$ cat src/rtl/pcm_pkg.sv
// Shared definitions for the PCM byte packer: FSM states, derived sizes and
// the width of the dropped-sample counter.
package pcm_pkg;

  // Packer FSM: waiting for a sample, or serialising the held sample.
  typedef enum logic [0:0] {
    PCM_IDLE = 1'b0,
    PCM_SEND = 1'b1
  } pcm_state_e;

  // Width of the saturating dropped-sample counter.
  localparam int DROP_CNT_W = 16;

  // Default geometry of the capture path.
  localparam int DEF_IN_WIDTH  = 24;
  localparam int DEF_OUT_WIDTH = 16;

  // Number of LSBs removed by the reduction.
  function automatic int pcm_diff(input int in_w, input int out_w);
    return in_w - out_w;
  endfunction

  // Number of bytes emitted per reduced sample.
  function automatic int pcm_nbytes(input int out_w);
    return out_w / 8;
  endfunction

  // Width of the byte index; at least one bit even for single-byte samples.
  function automatic int pcm_idx_w(input int nbytes);
    return (nbytes > 1) ? $clog2(nbytes) : 1;
  endfunction

  // Derived constants for the default geometry.
  localparam int DIFF   = DEF_IN_WIDTH - DEF_OUT_WIDTH;
  localparam int NBYTES = DEF_OUT_WIDTH / 8;

endpackage

$ cat src/rtl/pcm_round_sat.sv
// Combinational reduction of a signed IN_WIDTH sample to OUT_WIDTH bits:
// round-half-up on the discarded LSBs, then signed saturation.
module pcm_round_sat
  import pcm_pkg::*;
#(
  parameter int IN_WIDTH  = DEF_IN_WIDTH,
  parameter int OUT_WIDTH = DEF_OUT_WIDTH
) (
  input  logic [IN_WIDTH-1:0]  i_sample,
  output logic [OUT_WIDTH-1:0] o_sample
);

  localparam int DIFF_W = pcm_diff(IN_WIDTH, OUT_WIDTH);

  generate
    if (DIFF_W == 0) begin : g_pass
      // Same width in and out: nothing to round or clip.
      assign o_sample = i_sample;
    end else begin : g_reduce
      // Half of one output LSB, expressed in input LSBs.
      localparam logic [IN_WIDTH:0] RND = (IN_WIDTH+1)'(1) << (DIFF_W - 1);
      // Signed output range expressed at IN_WIDTH+1 bits.
      localparam logic signed [IN_WIDTH:0] MAX_V =
        $signed({{(IN_WIDTH-OUT_WIDTH+2){1'b0}}, {(OUT_WIDTH-1){1'b1}}});
      localparam logic signed [IN_WIDTH:0] MIN_V =
        $signed({{(IN_WIDTH-OUT_WIDTH+2){1'b1}}, {(OUT_WIDTH-1){1'b0}}});

      logic signed [IN_WIDTH:0] w_ext;
      logic signed [IN_WIDTH:0] w_sum;
      logic signed [IN_WIDTH:0] w_shift;

      // One guard bit keeps the rounding add from wrapping at full scale.
      assign w_ext   = $signed({i_sample[IN_WIDTH-1], i_sample});
      assign w_sum   = w_ext + $signed(RND);
      assign w_shift = w_sum >>> DIFF_W;

      // Clip the rounded value into the signed OUT_WIDTH range.
      always_comb begin
        if (w_shift > MAX_V) begin
          o_sample = {1'b0, {(OUT_WIDTH-1){1'b1}}};
        end else if (w_shift < MIN_V) begin
          o_sample = {1'b1, {(OUT_WIDTH-1){1'b0}}};
        end else begin
          o_sample = w_shift[OUT_WIDTH-1:0];
        end
      end
    end
  endgenerate

endmodule

$ cat src/rtl/pcm_byte_packer.sv
// Reduces each incoming PCM sample and serialises it as bytes on a
// valid/ready stream. Samples arriving while a previous sample is still
// being sent are dropped and counted; pcm_valid is never back-pressured.
//
// Handshake: a byte moves when byte_valid & byte_ready are both high at a
// rising clk edge. Once byte_valid rises, it and byte_out stay constant
// until that transfer happens.
module pcm_byte_packer
  import pcm_pkg::*;
#(
  parameter int   IN_WIDTH  = DEF_IN_WIDTH,
  parameter int   OUT_WIDTH = DEF_OUT_WIDTH,
  parameter logic MSB_FIRST = 1'b1
) (
  input  logic                  clk,
  input  logic                  rst_n,
  input  logic [IN_WIDTH-1:0]   pcm_in,
  input  logic                  pcm_valid,
  output logic [7:0]            byte_out,
  output logic                  byte_valid,
  input  logic                  byte_ready,
  output logic                  overflow,
  input  logic                  clear_overflow,
  output logic [DROP_CNT_W-1:0] dropped_count,
  output logic                  dbg_state
);

  localparam int NB    = pcm_nbytes(OUT_WIDTH);
  localparam int IDX_W = pcm_idx_w(NB);

  pcm_state_e            r_state;
  logic [OUT_WIDTH-1:0]  r_hold;
  logic [IDX_W-1:0]      r_idx;
  logic                  r_overflow;
  logic [DROP_CNT_W-1:0] r_drop_cnt;

  logic [OUT_WIDTH-1:0]  w_reduced;
  logic                  w_send;
  logic                  w_last;
  logic                  w_drop;
  logic [7:0]            w_byte;

  pcm_round_sat #(
    .IN_WIDTH  (IN_WIDTH),
    .OUT_WIDTH (OUT_WIDTH)
  ) u_round_sat (
    .i_sample (pcm_in),
    .o_sample (w_reduced)
  );

  assign w_send = (r_state == PCM_SEND);
  assign w_last = (r_idx == IDX_W'(NB - 1));
  // Any strobe while busy is lost, including the final-transfer cycle.
  assign w_drop = pcm_valid & w_send;

  // Capture a sample when idle, then step through its bytes on transfers.
  always_ff @(posedge clk or negedge rst_n) begin
    if (!rst_n) begin
      r_state <= PCM_IDLE;
      r_hold  <= '0;
      r_idx   <= '0;
    end else begin
      case (r_state)
        PCM_IDLE: begin
          if (pcm_valid) begin
            r_hold  <= w_reduced;
            r_idx   <= '0;
            r_state <= PCM_SEND;
          end
        end
        PCM_SEND: begin
          if (byte_ready) begin
            if (w_last) begin
              r_idx   <= '0;
              r_state <= PCM_IDLE;
            end else begin
              r_idx <= r_idx + 1'b1;
            end
          end
        end
        default: begin
          r_state <= PCM_IDLE;
        end
      endcase
    end
  end

  // Sticky overflow and saturating drop counter; a clear beats a drop.
  always_ff @(posedge clk or negedge rst_n) begin
    if (!rst_n) begin
      r_overflow <= 1'b0;
      r_drop_cnt <= '0;
    end else if (clear_overflow) begin
      r_overflow <= 1'b0;
      r_drop_cnt <= '0;
    end else if (w_drop) begin
      r_overflow <= 1'b1;
      if (r_drop_cnt != {DROP_CNT_W{1'b1}}) begin
        r_drop_cnt <= r_drop_cnt + 1'b1;
      end
    end
  end

  // Pick byte r_idx of the held sample in the configured order.
  always_comb begin
    w_byte = '0;
    for (int i = 0; i < NB; i++) begin
      if (r_idx == IDX_W'(i)) begin
        if (MSB_FIRST) begin
          w_byte = r_hold[OUT_WIDTH-1-8*i -: 8];
        end else begin
          w_byte = r_hold[8*i +: 8];
        end
      end
    end
  end

  // Stream outputs; the byte bus reads zero whenever nothing is offered.
  always_comb begin
    byte_valid = w_send;
    byte_out   = w_send ? w_byte : 8'h00;
  end

  assign overflow      = r_overflow;
  assign dropped_count = r_drop_cnt;
  assign dbg_state     = r_state;

endmodule
$ cat config.mk
export PLATFORM = sky130hd
export DESIGN_NAME = pcm_byte_packer
export DESIGN_NICKNAME = d
export VERILOG_FILES = /design/src/rtl/pcm_pkg.sv /design/src/rtl/pcm_round_sat.sv /design/src/rtl/pcm_byte_packer.sv
export SDC_FILE = /design/constraint.sdc
export NUM_CORES = 1
export LEC_CHECK = 0
export BUFFER_PORTS_ARGS = -buffer_cell sky130_fd_sc_hd__buf_2
export CAP_MARGIN = 20
export CORE_ASPECT_RATIO = 1.5
export CORE_MARGIN = 1.5
export CORE_UTILIZATION = 48
export DETAILED_ROUTE_END_ITERATION = 7
export HOLD_SLACK_MARGIN = 0.05
export PLACE_DENSITY = 0.79
export SYNTH_ARGS = -nofsm -noshare
export SYNTH_HDL_FRONTEND = slang
export SYNTH_HIERARCHICAL = 1
export SYNTH_SLANG_ARGS = --single-unit
export TNS_END_PERCENT = 5
$ cat constraint.sdc
create_clock -name clk -period 1.9 [get_ports clk]
set_clock_uncertainty 0.15 [all_clocks]
set_input_delay 0.095 -clock clk [delete_from_list [all_inputs] [get_ports clk]]
set_output_delay 0.095 -clock clk [all_outputs]
set_load 0.05 [all_outputs]
==> flow_summary_export.csv <==
group,metric,value,unit
cts,clk_latency,0.28,ns
yosys,synthFlopType,"dfrtp_1",
finish,layoutNonFillerInstCount,375,
finish,final_nets,341,
yosys,ys_ff_latch,35,
timing,finalCritPeriodShare,98.09,%
finish,multiInputGateArea,1380,um2
cts,postCtsSetupBuffers,0,
cts,cts_made_buffers,5,
die,start_util,50.60,%
die,die_w,59.73,um
finish,diodes,0,
worst_setup_path,worstPathRequired,1.96,ns
routing,antenna_left,0,
yosys,syn_area_per_cell,9.655,um2
worst_setup_path,cp_data_arrival_time,1.93,ns
worst_setup_path,crit_type,"flop to flop",
routing,finalWirelength,5502,um
timing,final-setup-viol-count,0,
worst_hold_path,min-delay-path-class,"input pin to flop",
power_and_ir_drop,ir_drop,0.6547,mV
worst_setup_path,end_kind,"flop",
routing,drc,0,
yosys,synth.distinct_cells,46,
power_and_ir_drop,power_frac_clock,18.2,%
timing,finalCriticalPeriod,1.864,ns
yosys,post-synth-top-count-cell,"dfrtp_1",
finish,n_fill_cell,390,
global_route,grt_pass1_vias,2059,
finish,finish.utilization,63.83,%
status,status,"finished, final reports clean",
cts,htreeDepth,2,
die,coreArea,4579,um2
die,die_y,88.10,um
worst_setup_path,cp_max_fo,7,
cts,clock-sinks,35,
yosys,syn_nets,271,
place,place_inst,364,
worst_setup_path,cp_num_buf_inv,0,
routing,wl_per_cell,14.67,um
die,rows,30,
yosys,ys_warn_count,6,
place,numPortBuffers,48,
routing,initialDrtViolationCount,137,
power_and_ir_drop,pwr-share-comb,46.8,%
finish,final_layout_size_suffix_gt1_share,42.12,%
yosys,synthTopCellsByArea,"dfrtp_1 38%, mux2_2 11%, nor2b_1 4.3%, a21oi_1 3.9%, mux2i_1 3.9%",
cts,cts_tree,"done",
job,maxCapViolations,0,
timing,hold_viol_final,0,
place,dp_hpwl,4234,um
timing,slew-limit-headroom,48.30,%
die,io_pins,56,
yosys,synth.largest_area_cell,"dfrtp_1",
global_route,groute.usage.overall,22.81,%
global_route,grt_first_pass_wirelength,8997,um
finish,area_growth,26.13,%
timing,max_freq,536.6,MHz
finish,seq_area,897.1,um2
yosys,synthArstFlopShare,100.0,%
place,gp_congestion,0.8730,
die,die-area,5262,um2
power_and_ir_drop,seq_power_share,35.0,%
timing,tightest_slew,0.7755,ns
power_and_ir_drop,p_int,1.818,mW
yosys,synth-seq-area-share,37.80,%
global_route,grt_max_degree,36,
cts,root_buffer,"clkbuf_8",
power_and_ir_drop,fin_total_pwr,3.184,mW
worst_setup_path,cp_cell_sequence,"nand4_1, or4_4, or4_1, a21oi_1",
power_and_ir_drop,p_sw_share,42.90,%
yosys,synth-edff-count,0,
worst_setup_path,start_kind,"flop",
global_route,grt_overflow,0,
cts,clk_pin_slew,0.07,ns
power_and_ir_drop,p_switching,1.366,mW
yosys,yosys.area.top_type_share,37.80,%
routing,via_per_inst,5.763,
timing,hold_ws,0.07289,ns
timing,rsz0062_at_grt,"yes",
worst_setup_path,slowest_stage,"or4_4",
worst_setup_path,cp_top_family,"simple AND/OR/NAND/NOR gates",
yosys,synth_common_cells,"35 x dfrtp_1, 22 x mux2_2, 18 x a21oi_1",
routing,vias,2161,
timing,slew_viol_final,0,
power_and_ir_drop,power_leakage,1.232,nW
yosys,syn_inst,240,
routing,dr.pass1.iters,4,
cts,clockBufferDepth,2,
worst_setup_path,cpPeakStageDelay,0.47,ns
global_route,antenna_found_initial,0,
power_and_ir_drop,p_per_area,1089,nW/um2
yosys,netlist_area,2317,um2
[worst reg2reg max path: cells and delay by family (launching register included)]
| family | cells | cell delay (ns) |
|---|---|---|
| DFF | 1 | 0.42 |
| and+or+nand+nor | 3 | 1.09 |
| AOI/OAI and AO/OA | 1 | 0.13 |
[final timing paths]
kind,to,slack (ns),startpoint,depth (start not counted)
max in group asynchronous,dropped_count[13],0.79,rst_n,2
min in group asynchronous,overflow,0.27,rst_n,2
min reg2reg,r_hold[13],0.36,r_hold[13],1
min,r_hold[9],0.07,pcm_in[17],4
max reg2reg,dropped_count[13],0.04,dropped_count[8],4
max,dropped_count[13],0.04,dropped_count[8],4
[logic make-up (layout without fill, tap and decap cells)]
group,Yosys count,count (layout),synth area share [%]
AO/OA/AOI/OAI,44,44,12.47
AND/OR/NAND/NOR,103,103,26.94
buffers and inverters,16,87,3.725
multiplexers,31,31,14.58
flip-flops,35,35,37.80
XOR/XNOR,9,9,3.402
adder cells (fa/ha/maj),2,2,1.080
[power by group through the flow]
stage	Sequential [mW]	Clock [mW]	Combinational [mW]
after detailed placement	1.13	0	1.49
after floorplan	1.15	0	1.11
final	1.11	0.580	1.49
after global placement	1.12	0	1.48
after CTS	1.12	0.602	1.50
after global routing	1.15	0.631	1.58
[final cells by class]
cell class,instances,area share [%]
Multi-Input combinational cell,189,47.22
Sequential cell,35,30.69
Timing Repair Buffer,75,15.41
Clock buffer,8,3.425
Tap cell,64,2.740
Inverter,4,0.5137
[metal layers]
layer,global-route usage [%],wire length [um],vias up
li1,-,-,1035
met1,22.59,2030,1029
met2,42.29,2991,76
met3,4.136,232,21
met4,13.54,246,0
met5,0,0,-
[state kept, by name, indices dropped and copies added, names as in the netlist]
name,cells
byte_valid,1
overflow,1
dropped_count,16
r_hold,16
r_idx,1
[cells in the final DEF (no fill, tap or decap), types with 2 or more instances in the layout]
cell	Yosys	layout
clkbuf_8	0	7
dfrtp_1	35	18
a21oi_2	0	2
dfrtp_2	0	17
nand4_1	6	6
o21ai_0	7	7
buf_2	0	48
a31oi_1	3	3
a211oi_1	2	2
nand3_1	14	13
o31ai_1	5	5
and4_1	2	2
nor2b_1	16	16
and3_1	3	3
nand2_1	15	15
inv_1	4	4
nor4_1	4	3
xor2_1	6	6
and2_1	2	2
nand4_4	2	2
nand2b_1	3	3
or4_1	8	7
a21oi_1	18	16
nor4_2	1	2
buf_4	3	24
xnor2_1	3	3
mux2i_1	9	9
o41ai_1	2	2
nor2_1	14	14
mux2_2	22	22
nor3_1	5	5
dlygate4sd3_1	0	3
[stage by stage]
| step | TNS, ns | area, um2 | worst slack (ns) |
|---|---|---|---|
| floorplan | -0.7600 | 2345 | -0.08603 |
| global placement | 0 | 2773 | 0.04453 |
| detailed placement | 0 | 2773 | 0.02057 |
| CTS | 0 | 2903 | 0.01168 |
| global route | -0.03195 | 2923 | -0.03195 |
| finish | 0 | 2923 | 0.03634 |
[timing repair]
action	in CTS	in global routing
gates resized for setup	0	6
endpoints found under the hold margin	37	0
hold buffers	3	0
endpoints found under the setup margin	0	9
Power figures use the tool's default switching activity.
